==> src/rtl/game_turn_controller.sv <==
// Dice-race turn FSM between dice recognition and the UI overlay; pos_valid pulses 2 cycles after an accepted dice strobe.
// No backpressure: strobes outside INTRO/WAIT_DICE/WIN are dropped; WAIT_ANIM waits on turn_done or the timeout.
module game_turn_controller #(
  parameter int FINISH_TILE  = 15,
  parameter int DICE_MAX     = 6,
  parameter int ANIM_TIMEOUT = 2**24
) (
  input  logic       clk,
  input  logic       reset,
  input  logic       start_pulse,
  input  logic       menu_select,
  input  logic       dice_valid,
  input  logic [2:0] dice_value,
  input  logic       turn_done,
  output logic       is_intro_state,
  output logic       dice_ready,
  output logic [3:0] p1_pos,
  output logic [3:0] p2_pos,
  output logic       turn,
  output logic       pos_valid,
  output logic       winner_valid,
  output logic       anim_timeout
);

  localparam int CNT_W = $clog2(ANIM_TIMEOUT + 1);

  typedef enum logic [2:0] {INTRO, WAIT_DICE, MOVE, WAIT_ANIM, WIN} state_t;

  state_t           state_q, state_d;
  logic [2:0]       dice_q, dice_d;
  logic [3:0]       p1_q, p1_d, p2_q, p2_d;
  logic             turn_q, turn_d;
  logic             pos_valid_q, pos_valid_d;
  logic             winner_q, winner_d;
  logic             timeout_q, timeout_d;
  logic             intro_q, intro_d;
  logic             ready_q, ready_d;
  logic [CNT_W-1:0] cnt_q, cnt_d;

  logic [3:0] active_pos;
  logic [4:0] sum;
  logic [3:0] moved;
  logic       done;
  logic       expired;

  always_comb begin
    state_d     = state_q;
    dice_d      = dice_q;
    p1_d        = p1_q;
    p2_d        = p2_q;
    turn_d      = turn_q;
    pos_valid_d = 1'b0;
    winner_d    = winner_q;
    timeout_d   = timeout_q;
    cnt_d       = cnt_q;
    done        = 1'b0;
    expired     = 1'b0;

    active_pos = turn_q ? p2_q : p1_q;
    sum        = {1'b0, active_pos} + {2'b00, dice_q};
    moved      = (sum >= 5'(FINISH_TILE)) ? 4'(FINISH_TILE) : sum[3:0];

    case (state_q)
      INTRO: begin
        if (start_pulse && !menu_select) begin
          p1_d      = '0;
          p2_d      = '0;
          turn_d    = 1'b0;
          timeout_d = 1'b0;
          state_d   = WAIT_DICE;
        end
      end
      WAIT_DICE: begin
        if (dice_valid && (dice_value != 3'd0) && (dice_value <= 3'(DICE_MAX))) begin
          dice_d  = dice_value;
          state_d = MOVE;
        end
      end
      MOVE: begin
        if (turn_q) p2_d = moved;
        else        p1_d = moved;
        pos_valid_d = 1'b1;
        cnt_d       = '0;
        state_d     = WAIT_ANIM;
      end
      WAIT_ANIM: begin
        // The renderer cannot have finished on the cycle it is told about the move.
        done    = turn_done && !pos_valid_q;
        expired = (cnt_q == CNT_W'(ANIM_TIMEOUT - 1));
        if (done || expired) begin
          if (!done) timeout_d = 1'b1;
          if (active_pos == 4'(FINISH_TILE)) begin
            winner_d = 1'b1;
            state_d  = WIN;
          end else begin
            turn_d  = ~turn_q;
            state_d = WAIT_DICE;
          end
        end else begin
          cnt_d = cnt_q + 1'b1;
        end
      end
      WIN: begin
        if (start_pulse) begin
          winner_d = 1'b0;
          p1_d     = '0;
          p2_d     = '0;
          state_d  = INTRO;
        end
      end
      default: state_d = INTRO;
    endcase

    intro_d = (state_d == INTRO);
    ready_d = (state_d == WAIT_DICE);
  end

  always_ff @(posedge clk or posedge reset) begin
    if (reset) begin
      state_q     <= INTRO;
      dice_q      <= '0;
      p1_q        <= '0;
      p2_q        <= '0;
      turn_q      <= 1'b0;
      pos_valid_q <= 1'b0;
      winner_q    <= 1'b0;
      timeout_q   <= 1'b0;
      intro_q     <= 1'b1;
      ready_q     <= 1'b0;
      cnt_q       <= '0;
    end else begin
      state_q     <= state_d;
      dice_q      <= dice_d;
      p1_q        <= p1_d;
      p2_q        <= p2_d;
      turn_q      <= turn_d;
      pos_valid_q <= pos_valid_d;
      winner_q    <= winner_d;
      timeout_q   <= timeout_d;
      intro_q     <= intro_d;
      ready_q     <= ready_d;
      cnt_q       <= cnt_d;
    end
  end

  assign is_intro_state = intro_q;
  assign dice_ready     = ready_q;
  assign p1_pos         = p1_q;
  assign p2_pos         = p2_q;
  assign turn           = turn_q;
  assign pos_valid      = pos_valid_q;
  assign winner_valid   = winner_q;
  assign anim_timeout   = timeout_q;

endmodule

==> config.mk <==
export PLATFORM = sky130hd
export DESIGN_NAME = game_turn_controller
export DESIGN_NICKNAME = d
export VERILOG_FILES = /design/src/rtl/game_turn_controller.sv
export SDC_FILE = /design/constraint.sdc
export NUM_CORES = 1
export LEC_CHECK = 0
export ABC_CLOCK_PERIOD_IN_PS = 6000
export CAP_MARGIN = 40
export CELL_PAD_IN_SITES_DETAIL_PLACEMENT = 0
export CELL_PAD_IN_SITES_GLOBAL_PLACEMENT = 1
export CORE_MARGIN = 4
export CORE_UTILIZATION = 35
export DETAILED_ROUTE_END_ITERATION = 12
export PLACE_DENSITY_LB_ADDON = 0.3
export SLEW_MARGIN = 5
export SYNTH_ARGS = -nofsm -noshare
export SYNTH_HDL_FRONTEND = slang
export SYNTH_SLANG_ARGS = --single-unit
==> constraint.sdc <==
create_clock -name clk -period 6 [get_ports clk]
set_clock_uncertainty 0.1 [all_clocks]
set_input_delay 0.9 -clock clk [delete_from_list [all_inputs] [get_ports clk]]
set_output_delay 0.9 -clock clk [all_outputs]
set_load 0.05 [all_outputs]
# --- Word level (Yosys, flattened, before mapping) ---
# Cells that the tools add are included.
totals:
  register_bits: 45
  latch_bits: 0
  ramBits: 0
  mem_bits_ro: 0
  input_bits: 9
  output_inout_bits: 14
  word_cells: 81
  memories: 0
classes:
  addsub: 2
  multipliers: 0
  div: 0
  n_lt_le_gt_ge: 2
  n_eq_ne: 16
  shift: 0
  n_mux: 28
  bitwise: 1
  reduce_logical: 21
op_table:
  columns: ["op", "n"]
  rows:
  - ["$pmux W25 S2", 1]
  - ["$add A25 B1 Y25 const B", 1]
  - ["$eq A25 B24 Y1 const B", 1]
  - ["$mux W25", 1]
  - ["$mux W4", 6]
  - ["$pmux W4 S3", 2]
  - ["$reduce_and A4 Y1", 5]
  - ["$ne A2 B2 Y1 const B", 9]
  - ["$mux W3", 5]
  - ["$pmux W3 S5", 1]
  - ["$mux W1", 9]
  - ["$eq A3 B1 Y1 const B", 2]
  - ["$eq A3 B2 Y1 const B", 2]
  - ["$logic_not A3 Y1", 2]
  - ["$pmux W1 S2", 3]
  - ["$reduce_bool A2 Y1", 3]
  - ["$reduce_bool A3 Y1", 2]
  - ["$add A4 B3 Y5", 1]
  - ["$ge A5 B4 Y1 const B", 1]
  - ["$eq A4 B4 Y1 const B", 1]
  - ["$logic_and A1 B1 Y1", 4]
  - ["$reduce_and A2 Y1", 2]
  - ["$eq A3 B3 Y1 const B", 1]
  - ["$le A3 B3 Y1 const B", 1]
  - ["other kinds (3)", 4]

# --- Depth between registers and ports, before layout ---
# Gate-level depths: netlist of run 1.
logic_depth:
  depth_word: 6
  ltp_mapped: 11
  depth_no_buf: 10

# --- Least setup slack after synthesis of run 1 ---
# No wires, ideal clock.
synth_timing:
  kind: "reg2reg"
  start: "reg turn_q (netlist: turn)"
  end: "reg p2_q[0] (netlist: p2_pos[0])"
  setup_time_ns: 0.125
  arrival_ns: 2.326
  required_ns: 5.775
  setup_slack_ns: 3.449
  stages_incl_launch_ff: 8
  n_path_buf: 1
  synth_period_minus_slack_ns: 2.551
  path_cell_list: "dfrtp_1 > clkbuf_1 > mux2_2 > ha_1 > nor2b_1 > o21ai_0 > a21oi_1 > mux2_2"
synth_via:
  elab_chain_len: 6
  elab_cells_between_ends: 8
  cone_classes: "add/sub (1); order compare (1); eq/ne (1); mux (4); reduce/logical (1)"
synth_lines:
  columns: ["item", "line_no", "rtl"]
  rows:
  - ["start, declared", "32", "logic turn_q, turn_d;"]
  - ["start signal, assigned", "136", "turn_q <= turn_d;"]
  - ["$mux W4", "59", "active_pos = turn_q ? p2_q : p1_q;"]
  - ["$add A4 B3 Y5", "60", "sum = {1'b0, active_pos} + {2'b00, dice_q};"]
  - ["$ge A5 B4 Y1", "61", "moved = (sum >= 5'(FINISH_TILE)) ? 4'(FINISH_TILE) : sum[3:0];"]
  - ["$mux W4", "61", null]
  - ["$mux W4", "80", "if (turn_q) p2_d = moved;"]
  - ["$pmux W4 S3", "63", "case (state_q)"]
  - ["end signal, assigned", "135", "p2_q <= p2_d;"]
  - ["end, declared", "31", "logic [3:0] p1_q, p1_d, p2_q, p2_d;"]
# Several ways; a longest one is shown, not always the timed one. The select of a mux whose other input is x is not followed.
# A chain may end at the register's enable or synchronous reset.

# --- Worst setup path after layout of run 1 ---
layout_timing:
  start: "reg turn_q (netlist: turn)"
  end: "out turn"
layout_rtl:
  columns: ["item", "line_no", "rtl"]
  rows:
  - ["end, declared", "19", "output logic turn,"]
# No word-level cell between the ends.

==> results of run 1 <==
## path summary, 6_finish.rpt
check,startpoint,to,slack [ns],cells past startpoint
max,turn,turn,3.23,1
min,winner_valid,winner_valid,0.38,2
max reg2reg,turn,p2_pos[0],3.56,6
min reg2reg,winner_valid,winner_valid,0.38,2
max in group asynchronous,reset,cnt_q[19],4.46,3
min in group asynchronous,reset,state_q[2],0.84,2
## Yosys cell counts (2+ instances only)
cell type  number
mux2_2         12
dfrtp_1        44
xnor2_1         8
nor3_1          4
and2_1          2
o31ai_1         8
mux2i_1         3
nor4_1          4
a21oi_1        23
nand3_1        13
nand4_1         8
or3b_2          2
o22ai_1         3
nand2b_1        6
a211oi_1        2
o21ai_0         7
inv_1           9
clkbuf_1        4
or3_1           5
nor2b_1         5
a31oi_1         2
a2111oi_0       3
nor2_1         13
nand2_1        24
ha_1            4
buf_2           3
and4_1          2
or4_1           7
buf_6           4
## final cells by class
type	count	area, um2
Fill cell	684	3990
Multi-Input combinational cell	195	1320
Sequential cell	45	1130
Timing Repair Buffer	23	240
Tap cell	96	120
Clock buffer	6	72.6
Clock inverter	2	38.8
Inverter	9	33.8
## sequential cells by signal, indices dropped and copies added, names as in the netlist, 3 cells and up
name and count:
state_q 3, dice_q 3, cnt_q 25, p2_pos 4, p1_pos 4
## through the flow
step | total power [mW] | utilization [%] | instances | setup WS, ns | hold WS [ns]
after floorplan | 0.722 | - | 260 | 3.45 | 0.384
after global placement | 0.835 | 40.6 | 367 | 3.25 | 0.369
after detailed placement | 0.835 | 40.9 | 368 | 3.23 | 0.370
after CTS | 1.07 | 42.5 | 376 | 3.22 | 0.391
after global routing | 1.13 | 42.5 | 376 | 3.14 | 0.437
final | 1.06 | 42.5 | 376 | 3.23 | 0.381
## layer usage
| metal | wire [um] | vias to the layer above | GRT usage, % |
|---|---|---|---|
| met2 | 2590 | 28 | 20.7 |
| met5 | 0 | - | 0 |
| li1 | - | 1005 | - |
| met4 | 59 | 0 | 4.03 |
| met3 | 126 | 4 | 2.33 |
| met1 | 2940 | 987 | 20.8 |
## power groups by stage
stage                     combinational (mW)  sequential [mW]  clock, mW
after global placement                 0.424            0.412          0
after CTS                              0.427            0.405      0.240
after detailed placement               0.425            0.410          0
after global routing                   0.464            0.415      0.253
after floorplan                        0.238            0.484          0
final                                  0.422            0.405      0.231
## cell families after synthesis
group | count (synthesis)
buffers and inverters | 20
adder cells (fa/ha/maj) | 5
XOR/XNOR | 9
AND/OR/NAND/NOR | 108
AO/OA/AOI/OAI | 58
multiplexers | 15
flip-flops | 45
==> impl_results.md, run 1 <==
* Hpwl dp at 4.05 mm
* Setup repair bufs after CTS at 0
* GRT Overall Usage at between 10% and 20%
* PwrDens at 359 nW/um2
* # resized after CTS at 0
* Port bufs at 22
* Final Critical Period at 2.77 ns
* Clk pin slew, worst setup/hold paths at 0.09 ns
* Maximum clock frequency at 0.361 GHz
* Pleak at ~1.2 nW
* Number of flops mapped to enable cells by yosys at 0
* Synth area leaders: dfrtp_1, mux2_2, a21oi_1
* Syn_nets at 274
* WL/cell at 15.2 um
* Startpoint types: register
* TNS Setup at 0 ns
* CTS Hold Bufs at 0
* Synthesized netlist cell count at 260
* Post-Synth Adder-Cell Area at 2.74%
* Worst Hold Class: reg2reg
* Max cap viols at 0
* Post-synthesis sequential area ratio at 44.1%
* Sequential power share at 38.3%
* Design Area, Final at 2950 um2
* Share of layout cells above drive strength 1 at about 13%
* DRT iter0 DRCs at 99
* Delay-heaviest family, CP: buffers and inverters
* Worst-path cell chain: clkdlybuf4s50_1
* Async SR Flop Fraction at between 90% and 100%
* Largest family of logic cells by synthesized area: simple AND/OR/NAND/NOR gates
* Final period utilization at 46.1%
* Clock share of power at 21.8%
* DP Area at about 2800 um2
* Area Growth Syn to Fin at 15.5%
* Root buffer cell: clkbuf_8
* Worst path slowest cell: clkdlybuf4s50_1
* DRC errors left at 0
* Slew @ Worst Pin at 0.702 ns
* H-tree lvl count at 2
* Post-Syn Area at approximately 2600 um2
* Final #Nets at between 200 and 300
* Pre-Repair DR Iteration Count at 4
* Initial antenna violation count at 0
* Avg Inst Size Synth at 9.82 um2
* Net Sw Frac at 39.6%
* Max Slew Vio Count at 0
* CTS Buffer Depth at 2
* Pint at 640 uW
* Most frequent cells in the layout: dfrtp_1, nand2_1, a21oi_1, clkdlybuf4s50_1
* Commonest non-fill, non-tap cell in the layout: dfrtp_1
* DR vias/cell at between 5 and 6
* GPL Wtd Cong at approximately 0.74
* Die ar. at 8730 um2
* Post-synthesis compound-gate area fraction at 14.7%
* Data arrival, critical path at 1.77 ns
* P_sw at 419 uW
* Ys flop type: dfrtp_1
* XOR/XNOR share of the synthesized area at 3.09%
* Routed Antenna Nets at 0
* Row count at 30
* Starting Density at 36.8%
* Num ports at 23
* Post-synth top area share at between 40% and 50%
* WL final at 5.72 mm
* Outcome: finished, final reports clean
* First-pass GRT wire length at slightly below 10 mm
* Comb pwr share at 39.9%
* Via count at 2024
* CTS tree: yes
* CP endpoint kind: output pin
* Die width at 93.4 um
* Mux cell area share after synthesis at under 10%
* Die Ht at 93.4 um
* Remaining global-route overflow at 0
* Num CTS Buffers at 5
* Crit Path Class: reg2out
* Max incr delay on CP at just under 0.9 ns
* Final hold vios at 0
* Worst vdd ir at 0.228 mV
* Vias in the first global route at 1929
* Yosys reg bits at 45
* Post-Synth Simple-Gate Area at 24.5%
* Final Setup Violations at 0
* Worst path bufs/invs at 1
* RSZ-0062 raised after global routing: no
* Largest net degree at the start of global routing at 29
* # diodes at 0
* Worst-Skew Late Latency at approximately 0.30 ns
* Cell taking the most area after synthesis: dfrtp_1
* Distinct cell type count after synthesis at 55
* Slew HR at 53.2%
* CTS sink cnt at 45
* Warnings from Yosys at 0
* Core area at ~6900 um2
* Crit-path max FO at 11
* CP Data Required Time at 5.00 ns
Power figures use the tool's default switching activity.
==> run 2, diff against run 1 <==
--- a/config.mk
+++ b/config.mk
@@ -5,7 +5,7 @@
 export SDC_FILE = /design/constraint.sdc
 export NUM_CORES = 1
 export LEC_CHECK = 0
-export ABC_CLOCK_PERIOD_IN_PS = 6000
+export ABC_CLOCK_PERIOD_IN_PS = 2600
 export CAP_MARGIN = 40
 export CELL_PAD_IN_SITES_DETAIL_PLACEMENT = 0
 export CELL_PAD_IN_SITES_GLOBAL_PLACEMENT = 1
==> constraint.sdc (replaced) <==
create_clock -name clk -period 2.6 [get_ports clk]
set_clock_uncertainty 0.1 [all_clocks]
set_input_delay 0.39 -clock clk [delete_from_list [all_inputs] [get_ports clk]]
set_output_delay 0.39 -clock clk [all_outputs]
set_load 0.05 [all_outputs]
==> run 2 against run 1 <==
Against the previous run: clock power is 140% higher; cell area is 1.1% higher; combinational power is 140% higher; critical path depth is 5 higher; power is 140% higher; via count is 2.0% higher; final cell count is 1.6% higher; sequential share of layout area is 0.43 points lower.
==> impl_results.md, run 2 (synthesized netlist as in run 1, its figures left out) <==
* Outcome: finished, final reports clean
* Commonest non-fill, non-tap cell in the layout: dfrtp_1
* Maximum clock frequency at 0.426 GHz
* Startpoint types: register
* Initial antenna violation count at 0
* Critical Path Stages at 6
* R2R Path End: p1_pos[1]
* Most frequent cells in the layout: dfrtp_1, nand2_1, a21oi_1, clkdlybuf4s50_1
* Top reg by flops: cnt_q
* Worst path bufs/invs at 0
* First-pass GRT wire length at around 10 mm
* Starting Density at 36.8%
* CP endpoint kind: register
* Crit Path Class: reg2reg
* Vias in the first global route at between 1500 and 2000
* # diodes at 0
* Pre-Repair DR Iteration Count at 4
* Worst Hold Class: in2async
* Crit-path max FO at 11
* DR vias/cell at 5.41
* # resized after CTS at 0
* Design Area, Final at ~3000 um2
* Delay-heaviest family, CP: multiplexers
* R2r setup slk at 0.25 ns
* Remaining global-route overflow at 0
* Port bufs at 22
* Final Setup Violations at 0
* GRT Overall Usage at 14.1%
* Max Slew Vio Count at 0
* Final period utilization at 90.4%
* Hpwl dp at 4.35 mm
* Root buffer cell: clkbuf_8
* Routed Antenna Nets at 0
* Worst-path cell chain: mux2_2, ha_1, nor2b_1, o21ai_0, a21oi_1, mux2_2
* Final WS setup at between 0.2 and 0.3 ns
* H-tree lvl count at 2
* Row count at 30
* RSZ-0062 raised after global routing: no
* Slew HR at 59.2%
* Area Growth Syn to Fin at 16.9%
* Critical path capture point: p1_pos[1]
* Final Critical Period at around 2.3 ns
* WL final at 5.82 mm
* Setup WS pre-CTS at 0.300 ns
* DP Area at 2870 um2
* Clk pin slew, worst setup/hold paths at 0.10 ns
* WL/cell at roughly 15 um
* Worst vdd ir at 0.569 mV
* Final hold vios at 0
* Setup crit start: turn
* GPL Wtd Cong at 0.768
* CTS tree: yes
* Pleak at 1.19 nW
* DRT iter0 DRCs at 123
* R2r startpoint: turn
* Final #Nets at 299
* Largest net degree at the start of global routing at 29
* Fillers at between 600 and 700
* Worst path slowest cell: dfrtp_1
* DRC errors left at 0
* Core area at 6940 um2
* Final Core Density at between 40% and 50%
* Most used cell, CP: mux2_2
* Num ports at 23
* Max incr delay on CP at roughly 0.56 ns
* TNS Setup at 0 ns
* Die Ht at 93.4 um
* Num CTS Buffers at 5
* Die width at 93.4 um
* Share of layout cells above drive strength 1 at 14.7%
* Via count at 2065
* Max cap viols at 0
* PwrDens at between 800 and 900 nW/um2
* Design Power at ~2.5 mW
* CTS sink cnt at 45
* Data arrival, critical path at 2.43 ns
* Worst-case reg-to-reg path depth at 6
* Worst-Skew Late Latency at ~0.30 ns
* CTS Buffer Depth at 2
* CP Data Required Time at 2.68 ns
* Slew @ Worst Pin at 0.596 ns
* Max reg flops at 25
* CTS Hold Bufs at 0
* Setup repair bufs after CTS at 0
* Die ar. at 8730 um2
run 2: worst register-to-register path, cell delays in order, from the launching register on:
cell and delay [ns]:
dfrtp_1 0.56, mux2_2 0.39, ha_1 0.31, nor2b_1 0.14
o21ai_0 0.30, a21oi_1 0.15, mux2_2 0.28
run 2: through the flow:
stage / instances / hold WS (ns)
finish: 382 / 0.245
global route: 382 / 0.266
CTS: 382 / 0.251
detailed placement: 374 / 0.375
global placement: 374 / 0.368
floorplan: 260 / 0.384
run 2: layer usage:
| layer | vias to the layer above | share of wire [%] | global-route usage (%) |
|---|---|---|---|
| li1 | 1018 | - | - |
| met1 | 1008 | 50 | 20.0 |
| met2 | 34 | 46 | 21.9 |
| met3 | 5 | 3.5 | 2.17 |
| met4 | 0 | 1.2 | 4.76 |
| met5 | - | 0 | 0 |
run 2: layout make-up:
type                       instances  area, um2  share of cell area [%]
multi-input combinational        195       1320                    44.2
inverter                           9       33.8                    1.13
tap                               96        120                    4.03
clock buffer                       5       68.8                    2.31
timing repair buffer              29        273                    9.14
clock inverter                     3       43.8                    1.47
sequential                        45       1130                    37.8
run 2: how the worst min path moves through the flow:
stage,startpoint,endpoint,slack (ns),depth (start not counted)
floorplan,cnt_q[0],cnt_q[0],0.38,1
global placement,winner_valid,winner_valid,0.37,2
detailed placement,winner_valid,winner_valid,0.37,2
CTS,reset,winner_valid,0.25,2
global route,reset,p1_pos[0],0.27,2
finish,reset,winner_valid,0.25,2
run 2: report_power, final:
group	internal (mW)	switching, mW
logic	0.393	0.619
clock network	0.288	0.255
registers	0.816	0.118
total	1.50	0.993
==> run 3, diff against run 2 <==
--- a/config.mk
+++ b/config.mk
@@ -7,8 +7,6 @@
 export LEC_CHECK = 0
 export ABC_CLOCK_PERIOD_IN_PS = 2600
 export CAP_MARGIN = 40
-export CELL_PAD_IN_SITES_DETAIL_PLACEMENT = 0
-export CELL_PAD_IN_SITES_GLOBAL_PLACEMENT = 1
 export CORE_MARGIN = 4
 export CORE_UTILIZATION = 35
 export DETAILED_ROUTE_END_ITERATION = 12
==> run 3 against run 2 <==
Against the previous run: via count rose by 0.73%; worst setup slack improved by 0.072 ns; final cell count fell by 0.79%; maximum frequency rose by 3.2%; die area did not move.
==> impl_results.md, run 3 (synthesized netlist as in run 1, its figures left out) <==
* CTS Buffer Depth at 2
* CP endpoint kind: register
* Outcome: finished, final reports clean
* CP Data Required Time at roughly 2.7 ns
* Commonest non-fill, non-tap cell in the layout: dfrtp_1
* R2R Path End: cnt_q[23]
* Die width at about 93 um
* Row count at 30
* DRC errors left at 0
* Clk pin slew, worst setup/hold paths at 0.09 ns
* Remaining global-route overflow at 0
* GRT Overall Usage at 13.4%
* CTS sink cnt at between 40 and 50
* CTS tree: yes
* TNS Setup at 0 ns
* R2r startpoint: state_q[2]
* Starting Density at a little under two fifths
* WL/cell at 14.7 um
* # diodes at 0
* Maximum clock frequency at 0.439 GHz
* Crit Path Class: reg2reg
* Top reg by flops: cnt_q
* Area Growth Syn to Fin at 16.1%
* WL final at between 5 and 6 mm
* CTS Hold Bufs at 0
* Die ar. at 8730 um2
* # resized after CTS at 0
* RSZ-0062 raised after global routing: no
* Setup repair bufs after CTS at 0
* Worst vdd ir at 0.286 mV
* Pre-Repair DR Iteration Count at 4
* Placed insts at 371
* WHS Endpoint: winner_valid
* Routed Antenna Nets at 0
* Num CTS Buffers at 5
* GPL Wtd Cong at 0.856
* PwrDens at around 840 nW/um2
* Worst-case reg-to-reg path depth at 5
* Max reg flops at 25
* Pint at about 1.5 mW
* Final period utilization at roughly 90%
* Vias in the first global route at 2013
* Final #Nets at 296
* Core area at 6940 um2
* Startpoint types: register
* H-tree lvl count at 2
* Largest net degree at the start of global routing at 46
* Hpwl dp at between 3 and 4 mm
* Worst hold start: winner_valid
* First-pass GRT wire length at 9.58 mm
* Final Critical Period at 2.28 ns
* Most frequent cells in the layout: dfrtp_1, nand2_1, a21oi_1, clkdlybuf4s50_1
* DRT iter0 DRCs at 78
* Max Slew Vio Count at 0
* R2r setup slk at 0.32 ns
* Final Setup Violations at 0
* Worst path slowest cell: or4_1
* Slew @ Worst Pin at 0.580 ns
* Initial antenna violation count at 0
* Pleak at 1.17 nW
* Crit-path max FO at 28
* Fillers at 690
* Max cap viols at 0
* Share of layout cells above drive strength 1 at 13.4%
* Die Ht at 93.4 um
* Worst Hold Class: reg2reg
* Fin cells at 379
* Port bufs at 22
* Net Sw Frac at 38.8%
* Num ports at 23
* Data arrival, critical path at 2.40 ns
* Slew HR at 61.3%
* Max incr delay on CP at between 0.5 and 0.6 ns
* Via count at 2080
* Final hold vios at 0
* Comb pwr share at 40.2%
* Worst-Skew Late Latency at 0.29 ns
* Sequential power share at 37.8%
* Root buffer cell: clkbuf_8
* Hold depth at 2
* P_sw at 963 uW
* Clock share of power at 22.0%
* DR vias/cell at approximately 5.5
* Worst-path cell chain: and3b_1, nand2_2, a21o_4, or4_1, a21oi_1
[run 3: cell count changes in the layout (fill, tap and decap cells not counted), sizes merged]
cell and delta:
inv -1, clkinv -1, clkbuf +2, buf -3
[run 3: critical path: cells and delay by family (launching register included)]
family | cells | cell delay (ns)
AOI/OAI and AO/OA | 2 | 0.48
DFF | 1 | 0.48
and+or+nand+nor | 3 | 1.16
[run 3: power by group through the flow]
stage	logic, mW	registers, mW	clock network (mW)
floorplan	0.549	1.12	0
global placement	0.988	0.954	0
detailed placement	0.996	0.951	0
CTS	0.999	0.939	0.563
global route	1.08	0.957	0.582
finish	0.998	0.937	0.546
[run 3: how the worst max path moves through the flow]
stage	startpoint	endpoint	cells after the start
after floorplan	turn	p2_pos[0]	7
after CTS	state_q[2]	cnt_q[23]	5
after global placement	state_q[2]	cnt_q[19]	5
final	state_q[2]	cnt_q[23]	5
after global routing	turn	p1_pos[1]	9
after detailed placement	turn_done	cnt_q[23]	6
[run 3: layout make-up]
cell class / instances / area, um2 / area share (%)
timing repair buffer: 26 / 250 / 8.44
clock inverter: 1 / 30.0 / 1.01
inverter: 9 / 33.8 / 1.14
tap: 96 / 120 / 4.05
sequential: 45 / 1130 / 38.0
clock buffer: 7 / 86.3 / 2.91
multi-input combinational: 195 / 1320 / 44.4
[run 3: metrics by stage]
| stage | hold WS (ns) | setup slack [ns] | util [%] | instance area, um2 | power (mW) |
|---|---|---|---|---|---|
| 2_1_floorplan | 0.384 | 0.0490 | - | 2550 | 1.67 |
| 6_report | 0.394 | 0.322 | 42.7 | 2970 | 2.48 |
| 5_1_grt | 0.431 | 0.0919 | 42.7 | 2970 | 2.62 |
| 3_5_place_dp | 0.389 | 0.306 | 41.0 | 2850 | 1.95 |
| 3_3_place_gp | 0.371 | 0.343 | 41.0 | 2850 | 1.94 |
| 4_1_cts | 0.408 | 0.307 | 42.7 | 2970 | 2.50 |
[run 3: metal layers]
layer  wire, um  global-route usage, %
met4         52                   4.15
met1       2770                   18.5
met3        154                   2.17
met5          0                      0
met2       2600                   21.6
